===== src/rtl/mips32_mem_dump.sv =====
// mips32_mem_dump: debug read-back engine for the MIPS32 word-addressed memory.
// Once the processor has halted, it walks [base_addr, base_addr+count) (wrapping
// modulo 2^ADDR_W) on a spare synchronous read port and streams each
// (address, word) pair out over a valid/ready interface.
//
// Optional feature: define MEM_DUMP_CHECKSUM_EN to add the `checksum` output,
// the running modulo-2^DATA_W sum of all words accepted on the stream.
//
// Stream handshake: a word transfers on a rising clk1 edge where
// out_valid && out_ready. Once out_valid is high it stays high, and
// out_addr/out_data stay stable, until that transfer happens (or an abort
// flushes the buffer). out_valid never depends on out_ready.
//
// state_dbg exposes the FSM encoding (IDLE=0, READ=1, DRAIN=2, FIN=3).
module mips32_mem_dump #(
    parameter int ADDR_W = 10,
    parameter int DATA_W = 32,
    parameter int CNT_W  = 11
) (
    input  logic              clk1,
    input  logic              rst,
    input  logic              start,
    input  logic              halted,
    input  logic              abort,
    input  logic [ADDR_W-1:0] base_addr,
    input  logic [CNT_W-1:0]  count,
    output logic              mem_rd_en,
    output logic [ADDR_W-1:0] mem_addr,
    input  logic [DATA_W-1:0] mem_rdata,
    output logic              out_valid,
    input  logic              out_ready,
    output logic [ADDR_W-1:0] out_addr,
    output logic [DATA_W-1:0] out_data,
    output logic              busy,
    output logic              done,
    output logic              aborted,
`ifdef MEM_DUMP_CHECKSUM_EN
    output logic [DATA_W-1:0] checksum,
`endif
    output logic [1:0]        state_dbg
);

    typedef enum logic [1:0] {
        IDLE  = 2'd0,
        READ  = 2'd1,
        DRAIN = 2'd2,
        FIN   = 2'd3
    } state_t;

    state_t state;
    state_t state_nx;

    // Read walker
    logic [ADDR_W-1:0] rd_addr;
    logic [CNT_W-1:0]  remaining;

    // One read can be in flight: data returns exactly one cycle after issue
    logic              pend;
    logic [ADDR_W-1:0] pend_addr;

    // Two-entry output buffer holding (address, word) pairs
    logic [ADDR_W-1:0] fifo_addr [2];
    logic [DATA_W-1:0] fifo_data [2];
    logic              wr_ptr;
    logic              rd_ptr;
    logic [1:0]        occ;

    logic       accept_start;
    logic       active;
    logic       kill;
    logic       pop;
    logic       push;
    logic       issue;
    logic [1:0] load;

    assign accept_start = (state == IDLE) && start && halted;
    assign active       = (state == READ) || (state == DRAIN);
    assign kill         = active && abort;
    assign pop          = out_valid && out_ready;
    assign push         = pend && !kill;

    // Buffer slots that will be committed after this edge: entries held,
    // plus the word returning now, minus the word leaving now. Counting the
    // pop lets a new read go out every cycle while the consumer keeps up,
    // yet occupancy plus in-flight never exceeds the two slots.
    assign load  = occ + {1'b0, pend} - {1'b0, pop};
    assign issue = (state == READ) && !abort && (remaining != '0) && (load < 2'd2);

    assign mem_rd_en = issue;
    assign mem_addr  = issue ? rd_addr : '0;

    assign out_valid = (occ != 2'd0);
    assign out_addr  = fifo_addr[rd_ptr];
    assign out_data  = fifo_data[rd_ptr];

    assign busy      = active;
    assign done      = (state == FIN);
    assign state_dbg = state;

    // FSM state register
    always_ff @(posedge clk1 or posedge rst) begin
        if (rst) begin
            state <= IDLE;
        end else begin
            state <= state_nx;
        end
    end

    // FSM next-state logic
    always_comb begin
        state_nx = state;
        case (state)
            IDLE: begin
                if (accept_start) begin
                    state_nx = (count == '0) ? FIN : READ;
                end
            end
            READ: begin
                if (abort) begin
                    state_nx = FIN;
                end else if (issue && (remaining == CNT_W'(1))) begin
                    state_nx = DRAIN;
                end
            end
            DRAIN: begin
                if (abort) begin
                    state_nx = FIN;
                end else if (!pend && (occ == 2'd0)) begin
                    state_nx = FIN;
                end
            end
            FIN: begin
                state_nx = IDLE;
            end
            default: begin
                state_nx = IDLE;
            end
        endcase
    end

    // Address walker and remaining-word counter
    always_ff @(posedge clk1 or posedge rst) begin
        if (rst) begin
            rd_addr   <= '0;
            remaining <= '0;
        end else if (accept_start) begin
            rd_addr   <= base_addr;
            remaining <= count;
        end else if (issue) begin
            rd_addr   <= rd_addr + ADDR_W'(1);
            remaining <= remaining - CNT_W'(1);
        end
    end

    // Track the read in flight so its returning word can be tagged
    always_ff @(posedge clk1 or posedge rst) begin
        if (rst) begin
            pend      <= 1'b0;
            pend_addr <= '0;
        end else begin
            pend <= issue;
            if (issue) begin
                pend_addr <= rd_addr;
            end
        end
    end

    // Output buffer storage: capture returning words with their address
    always_ff @(posedge clk1 or posedge rst) begin
        if (rst) begin
            for (int i = 0; i < 2; i++) begin
                fifo_addr[i] <= '0;
                fifo_data[i] <= '0;
            end
        end else if (push) begin
            fifo_addr[wr_ptr] <= pend_addr;
            fifo_data[wr_ptr] <= mem_rdata;
        end
    end

    // Output buffer pointers and occupancy; abort flushes everything
    always_ff @(posedge clk1 or posedge rst) begin
        if (rst) begin
            wr_ptr <= 1'b0;
            rd_ptr <= 1'b0;
            occ    <= 2'd0;
        end else if (kill) begin
            wr_ptr <= 1'b0;
            rd_ptr <= 1'b0;
            occ    <= 2'd0;
        end else begin
            if (push) begin
                wr_ptr <= ~wr_ptr;
            end
            if (pop) begin
                rd_ptr <= ~rd_ptr;
            end
            case ({push, pop})
                2'b10:   occ <= occ + 2'd1;
                2'b01:   occ <= occ - 2'd1;
                default: occ <= occ;
            endcase
        end
    end

    // Cancellation flag, held until the next accepted start
    always_ff @(posedge clk1 or posedge rst) begin
        if (rst) begin
            aborted <= 1'b0;
        end else if (accept_start) begin
            aborted <= 1'b0;
        end else if (kill) begin
            aborted <= 1'b1;
        end
    end

`ifdef MEM_DUMP_CHECKSUM_EN
    // Running sum of every word accepted on the stream
    always_ff @(posedge clk1 or posedge rst) begin
        if (rst) begin
            checksum <= '0;
        end else if (accept_start) begin
            checksum <= '0;
        end else if (pop) begin
            checksum <= checksum + out_data;
        end
    end
`endif

endmodule

===== config.mk =====
export PLATFORM = sky130hd
export DESIGN_NAME = mips32_mem_dump
export DESIGN_NICKNAME = d
export VERILOG_FILES = /design/src/rtl/mips32_mem_dump.sv
export SDC_FILE = /design/constraint.sdc
export NUM_CORES = 1
export LEC_CHECK = 0
export ABC_AREA = 1
export CAP_MARGIN = 0
export CORE_AREA = 2 2 107 109
export CTS_CLUSTER_SIZE = 25
export DETAILED_ROUTE_END_ITERATION = 10
export DIE_AREA = 0 0 109 111
export PLACE_DENSITY_LB_ADDON = 0.15
export SYNTH_ARGS = -nofsm -noshare
export SYNTH_HDL_FRONTEND = slang
export SYNTH_SLANG_ARGS = --single-unit

===== constraint.sdc =====
create_clock -name clk1 -period 7.6 [get_ports clk1]
set_input_delay 0.76 -clock clk1 [delete_from_list [all_inputs] [get_ports clk1]]
set_output_delay 0.76 -clock clk1 [all_outputs]
set_load 0.01 [all_outputs]

Word-level counts from Yosys, hierarchy flattened
Index checks and enable logic that the tools add are counted.
- logic and storage cells: 94
- bits in registers: 123
- input bits: 59
- output and inout port bits: 59
- muxes and demuxes: 32
- $add $sub $neg: 6
- equality and inequality tests: 9
- reductions and logical operators: 26
- bitwise gates (word level): 4
- magnitude comparators: 4
- operators with widths (cell ; number):
    2-to-1 mux 32 bit ; 4
    2-to-1 mux 10 bit ; 7
    bitwise mux 64 bit ; 1
    demux 32 bit (select 1 bit) ; 1
    2-to-1 mux 11 bit ; 2
    bitwise mux 20 bit ; 1
    2-to-1 mux 2 bit ; 7
    == test 11 x 1 -> 1 bit (second input constant) ; 1
    logical AND 1 bit ; 11
    logical NOT 11 bit ; 1
    nonzero test 11 bit ; 1
    subtractor 11 x 1 -> 11 bit (second input constant) ; 1
    adder 10 x 1 -> 10 bit (second input constant) ; 1
    demux 10 bit (select 1 bit) ; 1
    nonzero test 2 bit ; 5
    case mux 2 bit (4 select lines) ; 1
    == test 2 bit (second input constant) ; 3
    2-to-1 mux 1 bit ; 6
    inequality test 3 x 2 -> 1 bit (second input constant) ; 2
    == test 2 x 1 -> 1 bit (second input constant) ; 2
    >= comparator 2 bit (second input constant) ; 2
    logical NOT 2 bit ; 2
    inverter 1 -> 2 bit ; 2
    case mux 2 bit (2 select lines) ; 1
    12 further kinds ; 15

Logic depth before layout (Yosys ltp)
- depth after elaboration: 9
- gate-level depth with buffers: 12
- mapped depth without buffers: 12

Worst setup path before layout
OpenSTA, ideal clock, no wires.
- kind: input -> output
- start point: in out_ready
- end point: out mem_addr[3]
- path buffers: 2
- cell stages on the path: 10
- slack: 5199 ps
- arrival time: 1641 ps
- data required time: 6840 ps
- cell sequence: inv_1 > o21ai_1 > inv_1 > nand2_1 > nand2_1 > nor2_2 > buf_6 > buf_8 > nand2_1 > inv_1
- word-level cells in the longest chain between the ends: 5
- ends and longest elaborated chain (what ; RTL line ; text):
    start: declaration ; 31 ; input logic out_ready,
    logical AND 1 bit ; 79 ; assign pop = out_valid && out_ready;
    subtractor 2 x 1 -> 2 bit ; 86 ; assign load = occ + {1'b0, pend} - {1'b0, pop};
    < comparator 2 bit ; 87 ; assign issue = (state == READ) && !abort && (remaining != '0) && (load < 2'd2);
    logical AND 1 bit ; 87 ;
    2-to-1 mux 10 bit ; 90 ; assign mem_addr = issue ? rd_addr : '0;
    end: declaration ; 28 ; output logic [ADDR_W-1:0] mem_addr,
Every way passes these cells.

Worst setup path after layout
- start point: in out_ready
- end point: out mem_addr[2]
Same word-level chain as after synthesis.

==> impl_metrics.ini <==
[run_status]
status = complete, no violations

[setup_path]
cp_slowest_stage_delay_ns = 0.53
end_kind = output port
crit_family = buffers and inverters
startpoint_type = input pin
timing.rr.start = state_dbg[0]
crit_path_max_fanout = 30
path_cells = clkdlybuf4s50_1, inv_1, o21ai_1, inv_1, nand2_1, nand2_1, nor2_2, buf_4, nand2_1, inv_1, clkdlybuf4s50_1
arrival_ns = 2.89
cp_data_required_time_ns = 6.84
worstSetupPathType = input pin to output port
slowest_stage = clkdlybuf4s50_1
cp-startpoint = out_ready
crit_buf_inv = 6

[layout]
multi_input_area_um2 = 2420
final_core_util_pct = 70.5
filler_cell_count = 895
fin_nets = 959
finalInstanceArea_um2 = 7810
synthToLayoutAreaGrowth_pct = 30.0
antenna_cells = 0
layout-drive-gt1-share_pct = 6.08
register_area_um2 = 3080

[sta]
final_max_slew_viol_count = 0
rsz0062_at_grt = false
period_needed_ns = 3.65
fin_crit_sh_pct = 48.0
skew_ns = 0.00955
finalSetupViolCount = 0
clock.fmax_mhz = 274
slew_headroom_pct = 26.1
timing.final.ws_setup_ns = 3.95
tns_ns = 0
tightestPinTransition_ns = 1.11
final_hold_viol_count = 0

[cts]
root_buffer = clkbuf_16
cts.sinks = 123
clk_latency_ns = 0.41
cts_buffer_depth = 2
clkTransAtPathRegs_ns = 0.05
post_cts_buffers = 0
cts-resized-gates = 0
htreeDepth = 4
cts_tree = done
ctsHoldBuffers = 0
cts_made_buffers = 17

[synthesis]
syn_area_per_cell_um2 = 7.66
syn_nets = 853
syn_inst = 785
ys_seq_area_share_pct = 51.2
synth_edf_count = 0
ys_ff_latch = 123
yosysUniqueCellTypes = 31
yosysTopAreaCell = dfrtp_1
synth_top_area_share_pct = 51.2
synthArstFlopShare_pct = 100
yosys_most_used_dff = dfrtp_1
ys_warn_count = 0
synth_area_leaders = dfrtp_1, nand2_1, o21ai_0, inv_1, nand3_1
syn-cell-area_um2 = 6010

[grt]
globalRouteOverflowTotal = 0
track_usage_pct = 24.8
grt_pass1_vias = 5200
top_usage_layer = met2
antenna_found_initial = 0
grt_util_met1_pct = 31.7
grt_max_degree = 89
use_met2_pct = 41.5
grtUsageMet3_pct = 5.76
grt_pass1_wl_um = 23600

[pwr]
power.leakage_uw = 0.00397
p_per_area_nw_per_um2 = 418
ir_drop_mv = 0.189
power_uw = 3270

[place]
placement.cell_area_um2 = 7220
dpl.hpwl_um = 9160
gp_congestion = 0.901
pre_cts_slack_ns = 4.00
portBuffers = 117

[detailed_routing]
wl_per_cell_um = 13.4
drt_iter0_drc = 421
drc_errors = 0
drtPass1Iterations = 6
drtAntennaViolNets = 0
viasPerCell = 5.04
dr_total_vias = 5277
drt-total-wl_um = 14000

[die]
design.core.area_um2 = 11100
die_x_um = 109
die_area_um2 = 12100
ios = 118
initial_core_util_pct = 54.3
row_count = 39
die_h_um = 111

[worst_hold_path]
hp-start = fifo_data[34]
hp-class = flip-flop to flip-flop

[run]
cap_violations = 0
[sequential cells by signal, indices dropped and copies added (netlist names), 2 cells and up]
| register | cells |
|---|---|
| state_dbg | 2 |
| fifo_data | 64 |
| remaining | 11 |
| fifo_addr | 20 |
| occ | 2 |
| pend_addr | 10 |
| rd_addr | 10 |
[worst reg2reg max path: cells and delay by family, from the launching register on]
kind,cells,cell delay [ns]
simple gates,2,0.70
flops,1,0.45
compound gates,2,0.29
buf+inv,2,0.97
fa+ha+maj,1,0.18
[power breakdown]
part | internal (µW) | switching (µW)
Sequential | 951 | 189
Clock | 506 | 281
Combinational | 602 | 740
[cells by family (layout without fill, tap and decap cells)]
logic type	Yosys count	in the layout	synth area share, %
buffers and inverters	124	243	8.60
and+or+nand+nor	397	397	26.3
DFF	123	123	51.2
xor gates and xnor gates	8	8	1.17
AOI/OAI and AO/OA	124	124	10.9
adders and majority gates	9	9	1.87
[final timing paths]
path | end | slack (ns) | cells past startpoint
worst max-delay path | mem_addr[2] | 3.95 | 11
worst min-delay path | fifo_data[34] | 0.48 | 2
worst max register to register | rd_addr[3] | 4.89 | 7
worst min register to register | fifo_data[34] | 0.48 | 2
max in group asynchronous | fifo_data[2] | 5.42 | 3
min in group asynchronous | fifo_data[47] | 0.72 | 2
[metal layers]
| metal | part of all wire (%) | vias up |
|---|---|---|
| li1 | - | 2647 |
| met1 | 45 | 2468 |
| met2 | 49 | 147 |
| met3 | 4.8 | 15 |
| met4 | 1.2 | 0 |
| met5 | 0 | - |
[final cells by class]
| type | count | area share [%] |
|---|---|---|
| Clock buffer | 21 | 6.02 |
| Clock inverter | 11 | 1.52 |
| Inverter | 88 | 4.26 |
| Multi-Input combinational cell | 538 | 30.9 |
| Sequential cell | 123 | 39.4 |
| Tap cell | 143 | 2.29 |
| Timing Repair Buffer | 123 | 15.6 |
[Yosys cell counts, types with 2 or more instances]
cell type    n
buf_6        3
ha_1         9
inv_1       86
or2_2        4
nand3_1     25
nand4_1      5
nor2_2       2
nor2_1      26
o21ai_1     12
clkbuf_1    18
nand2_2      3
nand2_1    325
o21ai_0     98
o21ai_2      4
o211ai_1     4
buf_2       13
a21oi_1      3
dfrtp_1    123
nor3_1       3
xor2_1       8
[metrics by stage]
stage                     std cells  hold WS (ns)
after global placement         1015         0.465
after global routing           1047         0.504
after CTS                      1047         0.487
after detailed placement       1015         0.472
after floorplan                 785         0.453
final                          1047         0.482
[cell usage in the layout, fill, tap and decap left out]
cell             count
a21oi_1              3
a32oi_1              1
buf_4                6
bufinv_16            2
clkbuf_1             1
clkbuf_16           17
clkbuf_8             3
clkdlybuf4s50_1    117
clkinv_1             1
clkinv_2             4
clkinv_4             1
clkinvlp_4           4
dfrtp_1            123
ha_1                 9
inv_1               85
inv_2                1
inv_4                1
nand2_1            324
nand2_2              4
nand3_1             25
nand3b_1             1
nand4_1              5
nor2_1              26
nor2_2               2
nor2_4               1
nor3_1               3
nor3b_1              1
o211ai_1             4
o21ai_0             98
o21ai_1             12
o21ai_2              4
o21bai_1             1
o31ai_1              1
or2_2                5
xor2_1               8
Note: power is estimated with default switching activity, not from simulation.
